--- src/rtl/note_mixer.sv ---
// Audio mixer: once per sample period it scans every voice in turn, sums the
// enabled and valid samples, scales and clips the sum, and offers it downstream.
module note_mixer #(
  parameter int NUM_VOICES = 4,
  parameter int SAMPLE_W   = 12,
  parameter int OUT_W      = 12,
  parameter int SHIFT      = 1,
  parameter int SAMPLE_DIV = 256
) (
  input  logic                           clk,
  input  logic                           rst_n,
  input  logic [NUM_VOICES*SAMPLE_W-1:0] voice_data,
  input  logic [NUM_VOICES-1:0]          voice_valid,
  input  logic [NUM_VOICES-1:0]          voice_enable,
  output logic [NUM_VOICES-1:0]          agg_ack,
  output logic [OUT_W-1:0]               out_data,
  output logic                           out_valid,
  input  logic                           out_ready,
  output logic                           sample_tick,
  output logic                           overrun,
  output logic                           saturated,
  input  logic                           clear_flags,
  output logic [1:0]                     dbg_state
);

  localparam int ACC_W = SAMPLE_W + $clog2(NUM_VOICES);
  localparam int MIX_W = (ACC_W > OUT_W) ? ACC_W : OUT_W + 1;
  localparam int VW    = (NUM_VOICES > 1) ? $clog2(NUM_VOICES) : 1;
  localparam int DW    = $clog2(SAMPLE_DIV);

  typedef enum logic [1:0] {IDLE, SCAN, SCALE, OUTPUT} state_t;

  // Handshake: a sample moves downstream on every rising clk edge where
  // out_valid && out_ready; out_valid and out_data stay frozen until then.

  state_t             r_state;
  logic [DW-1:0]      r_div;
  logic [VW-1:0]      r_v;
  logic [ACC_W-1:0]   r_acc;
  logic [OUT_W-1:0]   r_out_data;
  logic               r_out_valid;
  logic               r_overrun;
  logic               r_saturated;

  logic               w_tick;
  logic               w_take;
  logic               w_clip;
  logic               w_set_ovr;
  logic               w_set_sat;
  logic [MIX_W-1:0]   w_mix;
  logic [SAMPLE_W-1:0] w_voice [NUM_VOICES];

  always_comb begin
    for (int i = 0; i < NUM_VOICES; i++) begin
      w_voice[i] = voice_data[i*SAMPLE_W +: SAMPLE_W];
    end
  end

  assign w_tick    = (r_div == DW'(SAMPLE_DIV - 1));
  assign w_take    = (r_state == SCAN) && voice_enable[r_v] && voice_valid[r_v];
  assign w_mix     = MIX_W'(r_acc) >> SHIFT;
  assign w_clip    = (w_mix > MIX_W'({OUT_W{1'b1}}));
  assign w_set_ovr = w_tick && (r_state != IDLE);
  assign w_set_sat = (r_state == SCALE) && w_clip;

  // The ack must coincide with the cycle the voice sample is summed.
  always_comb begin
    agg_ack = '0;
    if (w_take) agg_ack[r_v] = 1'b1;
  end

  always_ff @(posedge clk or negedge rst_n) begin
    if (!rst_n) begin
      r_div <= '0;
    end else if (w_tick) begin
      r_div <= '0;
    end else begin
      r_div <= r_div + 1'b1;
    end
  end

  always_ff @(posedge clk or negedge rst_n) begin
    if (!rst_n) begin
      r_state     <= IDLE;
      r_v         <= '0;
      r_acc       <= '0;
      r_out_data  <= '0;
      r_out_valid <= 1'b0;
    end else begin
      case (r_state)
        IDLE: begin
          if (w_tick) begin
            r_acc   <= '0;
            r_v     <= '0;
            r_state <= SCAN;
          end
        end
        SCAN: begin
          if (w_take) r_acc <= r_acc + ACC_W'(w_voice[r_v]);
          if (r_v == VW'(NUM_VOICES - 1)) begin
            r_state <= SCALE;
          end else begin
            r_v <= r_v + 1'b1;
          end
        end
        SCALE: begin
          r_out_data  <= w_clip ? {OUT_W{1'b1}} : w_mix[OUT_W-1:0];
          r_out_valid <= 1'b1;
          r_state     <= OUTPUT;
        end
        OUTPUT: begin
          if (out_ready) begin
            r_out_valid <= 1'b0;
            r_state     <= IDLE;
          end
        end
        default: r_state <= IDLE;
      endcase
    end
  end

  // Sticky flags: a set in the same cycle as clear_flags takes priority.
  always_ff @(posedge clk or negedge rst_n) begin
    if (!rst_n) begin
      r_overrun   <= 1'b0;
      r_saturated <= 1'b0;
    end else begin
      r_overrun   <= w_set_ovr | (r_overrun & ~clear_flags);
      r_saturated <= w_set_sat | (r_saturated & ~clear_flags);
    end
  end

  assign out_data    = r_out_data;
  assign out_valid   = r_out_valid;
  assign sample_tick = w_tick;
  assign overrun     = r_overrun;
  assign saturated   = r_saturated;
  assign dbg_state   = r_state;

endmodule

--- config.mk ---
export PLATFORM = sky130hd
export DESIGN_NAME = note_mixer
export DESIGN_NICKNAME = d
export VERILOG_FILES = /design/src/rtl/note_mixer.sv
export SDC_FILE = /design/constraint.sdc
export NUM_CORES = 1
export LEC_CHECK = 0
export BUFFER_PORTS_ARGS = -buffer_cell sky130_fd_sc_hd__clkbuf_2
export CAP_MARGIN = 10
export CORE_MARGIN = 10
export CORE_UTILIZATION = 45
export CTS_BUF_LIST = sky130_fd_sc_hd__clkbuf_4 sky130_fd_sc_hd__clkbuf_8
export DETAILED_ROUTE_END_ITERATION = 10
export PLACE_DENSITY = 0.71
export REMOVE_ABC_BUFFERS = 1
export SETUP_SLACK_MARGIN = 0.1
export SYNTH_ARGS = -nofsm -noshare
export SYNTH_HDL_FRONTEND = slang
export SYNTH_SLANG_ARGS = --single-unit
--- constraint.sdc ---
create_clock -name clk -period 7.5 [get_ports clk]
set_input_delay 1.5 -clock clk [delete_from_list [all_inputs] [get_ports clk]]
set_output_delay 1.5 -clock clk [all_outputs]
set_load 0.05 [all_outputs]
* Word level (Yosys, flattened, before mapping)
Index checks and enable logic that the tools add are counted.
** Word-level totals
- Input bits :: 60
- Register bits :: 41
** Cells by class
- Multiplexer cells :: 24
- $lt $le $gt $ge :: 4
- $add $sub $neg :: 3
- Bitwise gates (word level) :: 6
- Equal/unequal tests :: 10
- Reductions and logical operators :: 13
** Operators with widths (count)
- $mux 12 :: 3
- $mux 14 :: 2
- $pmux 14 s2 :: 1
- $bmux 12 s2 :: 1
- $add 14x12->14 :: 1
- $gt 13x12->1 const B :: 1
- $mux 2 :: 5
- $reduce_and 3->1 :: 3
- $add 8x1->8 const B :: 1
- $eq 8x8->1 const B :: 1
- $mux 8 :: 1
- $ne 2x2->1 const B :: 4
- $pmux 2 s4 :: 1
- $eq 2x2->1 const B :: 3
- $reduce_bool 2->1 :: 3
- $logic_and 1x1->1 :: 5
- $bmux 1 s2 :: 2
- $mux 1 :: 4
- $mux 4 :: 1
- $pmux 2 s2 :: 1
- $ge 3x3->1 const B :: 1
- $lt 2x3->1 const B :: 1
- $not 2->3 :: 1
- $add 2x1->2 const B :: 1
- 10 further kinds :: 12

* Depth between registers and ports, before layout
Gate-level depths: netlist of the first run.
- Word-level depth :: 7
- Mapped depth :: 11

* Least setup slack after synthesis of the first run
No wires, ideal clock.
- Path kind :: input to output
- Start :: input voice_valid[1]
- End :: output agg_ack[0]
- Stages :: 4
- Path slack :: 3.359 ns
- Arrival :: 2.641 ns
- Data required time :: 6.000 ns
- Cell sequence :: and3_1 > a311oi_2 > a311oi_4 > and2_1
** Between the ends
- Cells in the longest elaborated chain, start to end :: 4
** RTL lines
- start, declared :: line 13 : input logic [NUM_VOICES-1:0] voice_valid,
- $bmux 1 s2 :: line 60 : assign w_take = (r_state == SCAN) && voice_enable[r_v] && voice_valid[r_v];
- $mux 1 (not written as such) :: line 60
- $logic_and 1x1->1 :: line 60
- $mux 4 :: line 69 : if (w_take) agg_ack[r_v] = 1'b1;
- end, declared :: line 15 : output logic [NUM_VOICES-1:0] agg_ack,
No other way between the ends. The select of a mux whose other input is x is not followed.

* Worst setup path in the final report of the first run
- Start :: input voice_valid[1]
- End :: output agg_ack[2]
The elaborated chain is that of the path after synthesis.

==> results of run 1 <==
-- metrics by stage --
| stage | util, % | setup slack, ns | hold slack, ns | cells |
|---|---|---|---|---|
| 6_report | 55.61 | 3.242 | 0.4797 | 431 |
| 3_3_place_gp | 54.10 | 3.274 | 0.4607 | 424 |
| 2_1_floorplan | - | 3.349 | 0.4376 | 268 |
| 3_5_place_dp | 54.10 | 3.226 | 0.4696 | 424 |
| 5_1_grt | 55.61 | 3.164 | 0.5233 | 431 |
| 4_1_cts | 55.61 | 3.220 | 0.4861 | 431 |
-- logic make-up (layout without fill, tap and decap cells) --
kind of cell | after synthesis | in the layout
DFF | 41 | 41
adders and majority gates | 23 | 23
xor gates and xnor gates | 13 | 13
and+or+nand+nor | 93 | 93
buffers and inverters | 27 | 104
AOI/OAI and AO/OA | 69 | 69
muxes | 13 | 13
-- routing by layer --
metal	wire (um)	up-vias	GRT usage, %	part of all wire (%)
met3	324	8	3.701	5.0
met4	87	0	4.851	1.3
met2	3057	63	23.00	47
li1	-	1147	-	-
met5	0	-	0	0
met1	3036	1107	16.12	47
-- final timing paths --
path                                         start                       to  slack [ns]  cells past startpoint
worst min-delay path            r_div[7]$_DFF_PN0_       r_div[7]$_DFF_PN0_        0.48                      1
min in group asynchronous                    rst_n       r_div[6]$_DFF_PN0_        1.36                      1
worst min register to register  r_div[7]$_DFF_PN0_       r_div[7]$_DFF_PN0_        0.48                      1
max in group asynchronous                    rst_n  out_data[9]$_DFFE_PN0P_        5.52                      1
worst max register to register  r_v[0]$_DFFE_PN0P_    r_acc[13]$_DFFE_PN0P_        4.18                      8
worst max-delay path                voice_valid[1]               agg_ack[2]        3.24                      6
-- flip-flops by register name, summed over array words and instances, names as in the netlist --
name       count
dbg_state      2
out_data      12
out_valid      1
overrun        1
r_acc         14
r_div          8
r_v            2
saturated      1
-- cell type report --
class	instances	share of cell area [%]
clock buffer	6	2.493
clock inverter	1	0.2267
inverter	16	1.813
multi-input combinational	211	49.41
sequential	41	30.98
tap	75	2.833
timing repair buffer	81	12.24
-- worst max-delay path, stage by stage --
cell and delay [ns]:
sky130_fd_sc_hd__clkbuf_2 0.07, sky130_fd_sc_hd__and3_1 0.17, sky130_fd_sc_hd__a311oi_2 0.06, sky130_fd_sc_hd__a311oi_4 0.48, sky130_fd_sc_hd__and2_1 0.20, sky130_fd_sc_hd__clkbuf_2 0.28
-- power by group through the flow --
stage	clock [mW]	combinational, mW	sequential (mW)
after floorplan	0	0.507	0.510
after global placement	0	0.805	0.383
after detailed placement	0	0.825	0.387
after CTS	0.150	0.829	0.382
after global routing	0.158	0.915	0.396
final	0.147	0.822	0.379
-- cells in the final DEF, fill, tap and decap left out, types with 4 or more instances in the layout --
cell                       count
sky130_fd_sc_hd__clkbuf_2     81
sky130_fd_sc_hd__dfrtp_1      41
sky130_fd_sc_hd__nor2_1       33
sky130_fd_sc_hd__nand2_1      25
sky130_fd_sc_hd__a21oi_1      23
sky130_fd_sc_hd__ha_1         22
sky130_fd_sc_hd__inv_1        15
sky130_fd_sc_hd__o21ai_0      13
sky130_fd_sc_hd__xor2_1        8
sky130_fd_sc_hd__nand3_1       7
sky130_fd_sc_hd__and2_1        7
sky130_fd_sc_hd__mux4_1        6
sky130_fd_sc_hd__and3_1        6
sky130_fd_sc_hd__mux4_2        6
sky130_fd_sc_hd__clkbuf_8      6
sky130_fd_sc_hd__xnor2_1       5
sky130_fd_sc_hd__nor2b_1       4
sky130_fd_sc_hd__a21o_1        4
sky130_fd_sc_hd__a31oi_1       4
==> key figures, run 1 <==
Outcome
  – Result of the run: finished, final reports clean

Synthesis
  – Number of synthesized register bits: 41
  – Proportion of synthesized flip-flops having asynchronous set or reset: 100.0%
  – Count of flip-flops with a built-in enable after synthesis: 0
  – Synth top cells by count: sky130_fd_sc_hd__dfrtp_1 (41), sky130_fd_sc_hd__nor2_1 (33), sky130_fd_sc_hd__nand2_1 (25)
  – Mapped cell area: 0.002780 sq mm
  – Fraction of the mapped netlist area in compound gates: 17.28%
  – Xor and xnor fraction of the mapped netlist area: 4.095%
  – Cell types with the largest area share after synthesis: sky130_fd_sc_hd__dfrtp_1 (37%), sky130_fd_sc_hd__ha_1 (9.9%), sky130_fd_sc_hd__mux4_1 (5.7%)
  – Combinational family with the most area after synthesis: compound AO/OA/AOI/OAI gates
  – Post-Synthesis Cells: 279
  – Multiplexer share of the synthesized area: 10.94%
  – Most frequent cell after synthesis: sky130_fd_sc_hd__dfrtp_1
  – Post-synth cell types: 48
  – Most area-hungry cell type in the Yosys netlist: sky130_fd_sc_hd__dfrtp_1
  – Fraction of post-synthesis cell area in the top cell type by area: 36.90%
  – Post-synth top flop: sky130_fd_sc_hd__dfrtp_1
  – Warning count from the yosys run: 0
  – Area share of and/or/nand/nor cells after synthesis: 15.93%
  – Post-synthesis area per instance: 9.965 sq um
  – Post-Synth Adder-Cell Area: 10.62%
  – Part of the Yosys area used for sequential elements: 36.90%

Finish
  – Count of nets after finishing: 439
  – Antenna cell count: 0
  – Fraction of final layout cells sized beyond drive strength 1: 29.21%
  – Area of the multi-input gates: 0.001637 sq mm
  – Combined flip-flop and latch cell area: 0.001026 sq mm
  – Final standard cell area without fillers: 0.003312 sq mm
  – Filler Cell Count: 566
  – Area delta synth->final: 19.13%

Power
  – Sw Ratio: 50.26%
  – Switching component of the power: 0.6780 mW
  – Static Leak: 1.653 nW
  – Share of total power in sequential cells: 28.1%
  – Max IR drop VDD: 0.0001433 V
  – Power density over cell area: 407.3 mW/mm^2
  – Internal: 0.6711 mW
  – Total power consumption of the routed design: 1.349 mW
  – Clock group share of total power: 10.9%
  – Proportion of power drawn by combinational gates: 60.9%

Clock network
  – Clock tree from TritonCTS: yes
  – Number of hold-repair buffers added at the cts stage: 0
  – Clock latency on the worst-skew pair: 0.29 ns
  – Total of cells resized after clock tree synthesis: 0
  – Number of buffers inserted by post-CTS setup repair: 0
  – Clock tree buffer depth: 2
  – Maximum level of the CTS H-tree: 2
  – Number of buffers inserted during clock tree synthesis: 5
  – Buffer type at the clock tree root: sky130_fd_sc_hd__clkbuf_8
  – Number of clock sinks seen by CTS: 41
  – Clock transition time at the flip-flop clock pins of the worst setup and hold paths: 0.08 ns

STA
  – Final hold violation count: 0
  – Tightest Pin Transition: 0.9964 ns
  – Final slew viol count: 0
  – Clk_skew: 0.01005 ns
  – Final total negative setup slack: 0 ns
  – Highest clock rate: 234.8 MHz
  – Final Critical Period: 4.258 ns
  – Unrepaired setup endpoints after global routing: false
  – Share of the clock period used by the worst path after layout: 56.77%
  – Relative slew slack: 33.57%
  – Final number of setup-violating endpoints: 0

GRT
  – Maximum number of pins on one net before global-route repair: 42
  – Remaining Overflow, GRT: 0
  – GRT Util Overall: 13.59%
  – Wire length of the first global-routing pass: 11.26 mm
  – Antenna violations before repair: 0
  – Vias in the first global route: 2515

Route
  – Violation count after the first detailed-route iteration: 127
  – Detailed-route wire length: 6.506 mm
  – First drt pass iteration count: 4
  – DR vias/cell: 5.394
  – Detailed-route wire length per cell: 15.10 um
  – Via count of the routed design: 2325
  – ANT nets after route: 0
  – Number of remaining DRC errors: 0

Job
  – Number of violations of the max-capacitance limit: 0

Placement
  – RePlAce Congestion: 0.8269
  – Post-detail-place hpwl: 5.262 mm
  – Total cell area at the placement stage: 0.003222 sq mm
  – Number of buffer cells added on primary ports: 81

Critical path
  – Crit path required time: 6.00 ns
  – Critical path arrival: 2.76 ns
  – Endpoint type of the worst setup path: primary output
  – Critical path class: in -> out
  – Launching element type of the critical path: input port
  – Maximum fanout encountered on the critical timing path: 7

Die
  – Die footprint: 0.009722 sq mm
  – Number of top-level pins: 82
  – Initial Utilization: 46.68%
  – Area of the placeable core: 0.005956 sq mm
  – FP Rows: 28
  – Horizontal extent of the die: 98.60 um
  – Chip height: 98.60 um

Min path
  – Classification of the worst-slack hold path: reg -> reg
Note: power is estimated with default switching activity, not from simulation.
==> run 2, diff against run 1 <==
clock period = 4.1 ns   (was 7.5 ns; I/O delays follow)
==> key figures, run 2 (same netlist as run 1, synthesis figures left out) <==
Route
  – Number of remaining DRC errors: 0
  – ANT nets after route: 0
  – Via count of the routed design: 2316
  – DR vias/cell: 5.349
  – Detailed-route wire length: 6.411 mm
  – First drt pass iteration count: 4
  – Violation count after the first detailed-route iteration: 112
  – Detailed-route wire length per cell: 14.81 um

Finish
  – Count of nets after finishing: 440
  – Register with the highest flop count: r_acc
  – Fraction of final layout cells sized beyond drive strength 1: 29.61%
  – Commonest cells after routing, fill and taps aside: sky130_fd_sc_hd__clkbuf_2 (81), sky130_fd_sc_hd__dfrtp_1 (41), sky130_fd_sc_hd__nor2_1 (33)
  – Area delta synth->final: 21.11%
  – Most common library cell in the layout ignoring fill and taps: sky130_fd_sc_hd__clkbuf_2
  – Antenna cell count: 0
  – Max FFs per register: 14
  – Final standard cell area without fillers: 0.003367 sq mm

Clock network
  – Total of cells resized after clock tree synthesis: 0
  – Clock transition time at the flip-flop clock pins of the worst setup and hold paths: 0.08 ns
  – Clock latency on the worst-skew pair: 0.29 ns
  – Clock tree buffer depth: 2
  – Number of hold-repair buffers added at the cts stage: 0
  – Clock tree from TritonCTS: yes
  – Number of buffers inserted by post-CTS setup repair: 0
  – Number of clock sinks seen by CTS: 41
  – Buffer type at the clock tree root: sky130_fd_sc_hd__clkbuf_8
  – Number of buffers inserted during clock tree synthesis: 5
  – Maximum level of the CTS H-tree: 2

Job
  – Number of violations of the max-capacitance limit: 0

Placement
  – Post-placement worst setup slack: 1.019 ns
  – Post-detail-place hpwl: 5.239 mm
  – RePlAce Congestion: 0.8803
  – Number of buffer cells added on primary ports: 81
  – Total cell area at the placement stage: 0.003229 sq mm

STA
  – Final Critical Period: 3.046 ns
  – Relative slew slack: 34.26%
  – Setup slack after layout: 1.054 ns
  – Clk_skew: 0.009309 ns
  – Unrepaired setup endpoints after global routing: false
  – Share of the clock period used by the worst path after layout: 74.28%
  – Final total negative setup slack: 0 ns
  – Final number of setup-violating endpoints: 0
  – Final hold violation count: 0
  – Highest clock rate: 328.3 MHz
  – Post-route worst hold slack: 0.4746 ns
  – Final slew viol count: 0
  – Tightest Pin Transition: 0.9861 ns

Critical path
  – Critical path arrival: 3.22 ns
  – Launching element type of the critical path: flop
  – Reg2reg setup slack: 1.05 ns
  – Crit path top cell by count: sky130_fd_sc_hd__a31oi_1
  – Cell count of the worst reg-to-reg path: 9
  – Maximum fanout encountered on the critical timing path: 14
  – Endpoint type of the worst setup path: flop
  – Worst R2R End: r_acc[13]$_DFFE_PN0P_
  – Reg-to-reg critical path startpoint: r_v[0]$_DFFE_PN0P_
  – Critical-path cell list: buf_4 -> mux4_2 -> ha_1 -> a21o_1 -> a31oi_1 -> o21ai_0 -> a31oi_1 -> nor4_1 -> a211o_1
  – CP max stage cell: sky130_fd_sc_hd__dfrtp_1
  – Setup crit end: r_acc[13]$_DFFE_PN0P_
  – Maximum cell stage delay along the critical path: 0.63 ns
  – Critical path class: reg -> reg
  – Crit path required time: 4.28 ns
  – Critical path startpoint: r_v[0]$_DFFE_PN0P_

GRT
  – Vias in the first global route: 2424
  – Antenna violations before repair: 0
  – Maximum number of pins on one net before global-route repair: 42
  – Wire length of the first global-routing pass: 10.90 mm
  – GRT Util Overall: 12.98%
  – Remaining Overflow, GRT: 0

Die
  – Die footprint: 0.009722 sq mm
  – Initial Utilization: 46.68%
  – Horizontal extent of the die: 98.60 um
  – Area of the placeable core: 0.005956 sq mm
  – FP Rows: 28
  – Number of top-level pins: 82
  – Chip height: 98.60 um

Outcome
  – Result of the run: finished, final reports clean

Min path
  – Classification of the worst-slack hold path: reg -> reg
  – Hold wc startpoint: r_div[0]$_DFF_PN0_

Power
  – Power density over cell area: 770.4 mW/mm^2
  – Max IR drop VDD: 0.0003256 V
  – Static Leak: 1.684 nW
  – Total power consumption of the routed design: 2.594 mW
[run 2: how the worst min path moves through the flow]
stage,to,slack [ns],depth (start not counted)
after floorplan,r_div[4]$_DFF_PN0_,0.44,1
after global placement,r_div[4]$_DFF_PN0_,0.46,1
after detailed placement,r_div[4]$_DFF_PN0_,0.47,1
after CTS,r_div[4]$_DFF_PN0_,0.48,1
after global routing,r_div[0]$_DFF_PN0_,0.50,1
final,r_div[0]$_DFF_PN0_,0.47,1
[run 2: layout make-up]
cell class / count / area (sq um)
clock buffer: 5 / 68.82
clock inverter: 3 / 68.82
fill: 544 / 2589
inverter: 16 / 60.06
multi-input combinational: 211 / 1637
sequential: 41 / 1026
tap: 75 / 93.84
timing repair buffer: 82 / 412.9
[run 2: report_power, final]
part           internal [mW]  switching, mW  total, mW  leakage (nW)
Clock                  0.245          0.146      0.391        0.0687
Sequential             0.537          0.138      0.675         0.511
Combinational          0.563          0.965       1.53          1.10
Total                   1.35           1.25       2.59          1.68
[run 2: critical path: cells and delay by family (launching register included)]
family | cells | cell delay, ns
compound gates | 5 | 1.05
buf+inv | 1 | 0.29
flops | 1 | 0.63
simple gates | 1 | 0.08
fa+ha+maj | 1 | 0.35
mux | 1 | 0.52
[run 2: through the flow]
| step | utilization (%) | instances |
|---|---|---|
| 6_report | 56.53 | 433 |
| 5_1_grt | 56.53 | 433 |
| 4_1_cts | 56.53 | 433 |
| 3_5_place_dp | 54.22 | 425 |
| 3_3_place_gp | 54.22 | 425 |
| 2_1_floorplan | - | 268 |
[run 2: metal layers]
metal,GRT usage [%],vias up,share of wire [%]
met4,3.969,0,1.1
li1,-,1159,-
met1,16.87,1083,49
met2,20.98,67,46
met3,2.863,7,4.6
met5,0,-,0
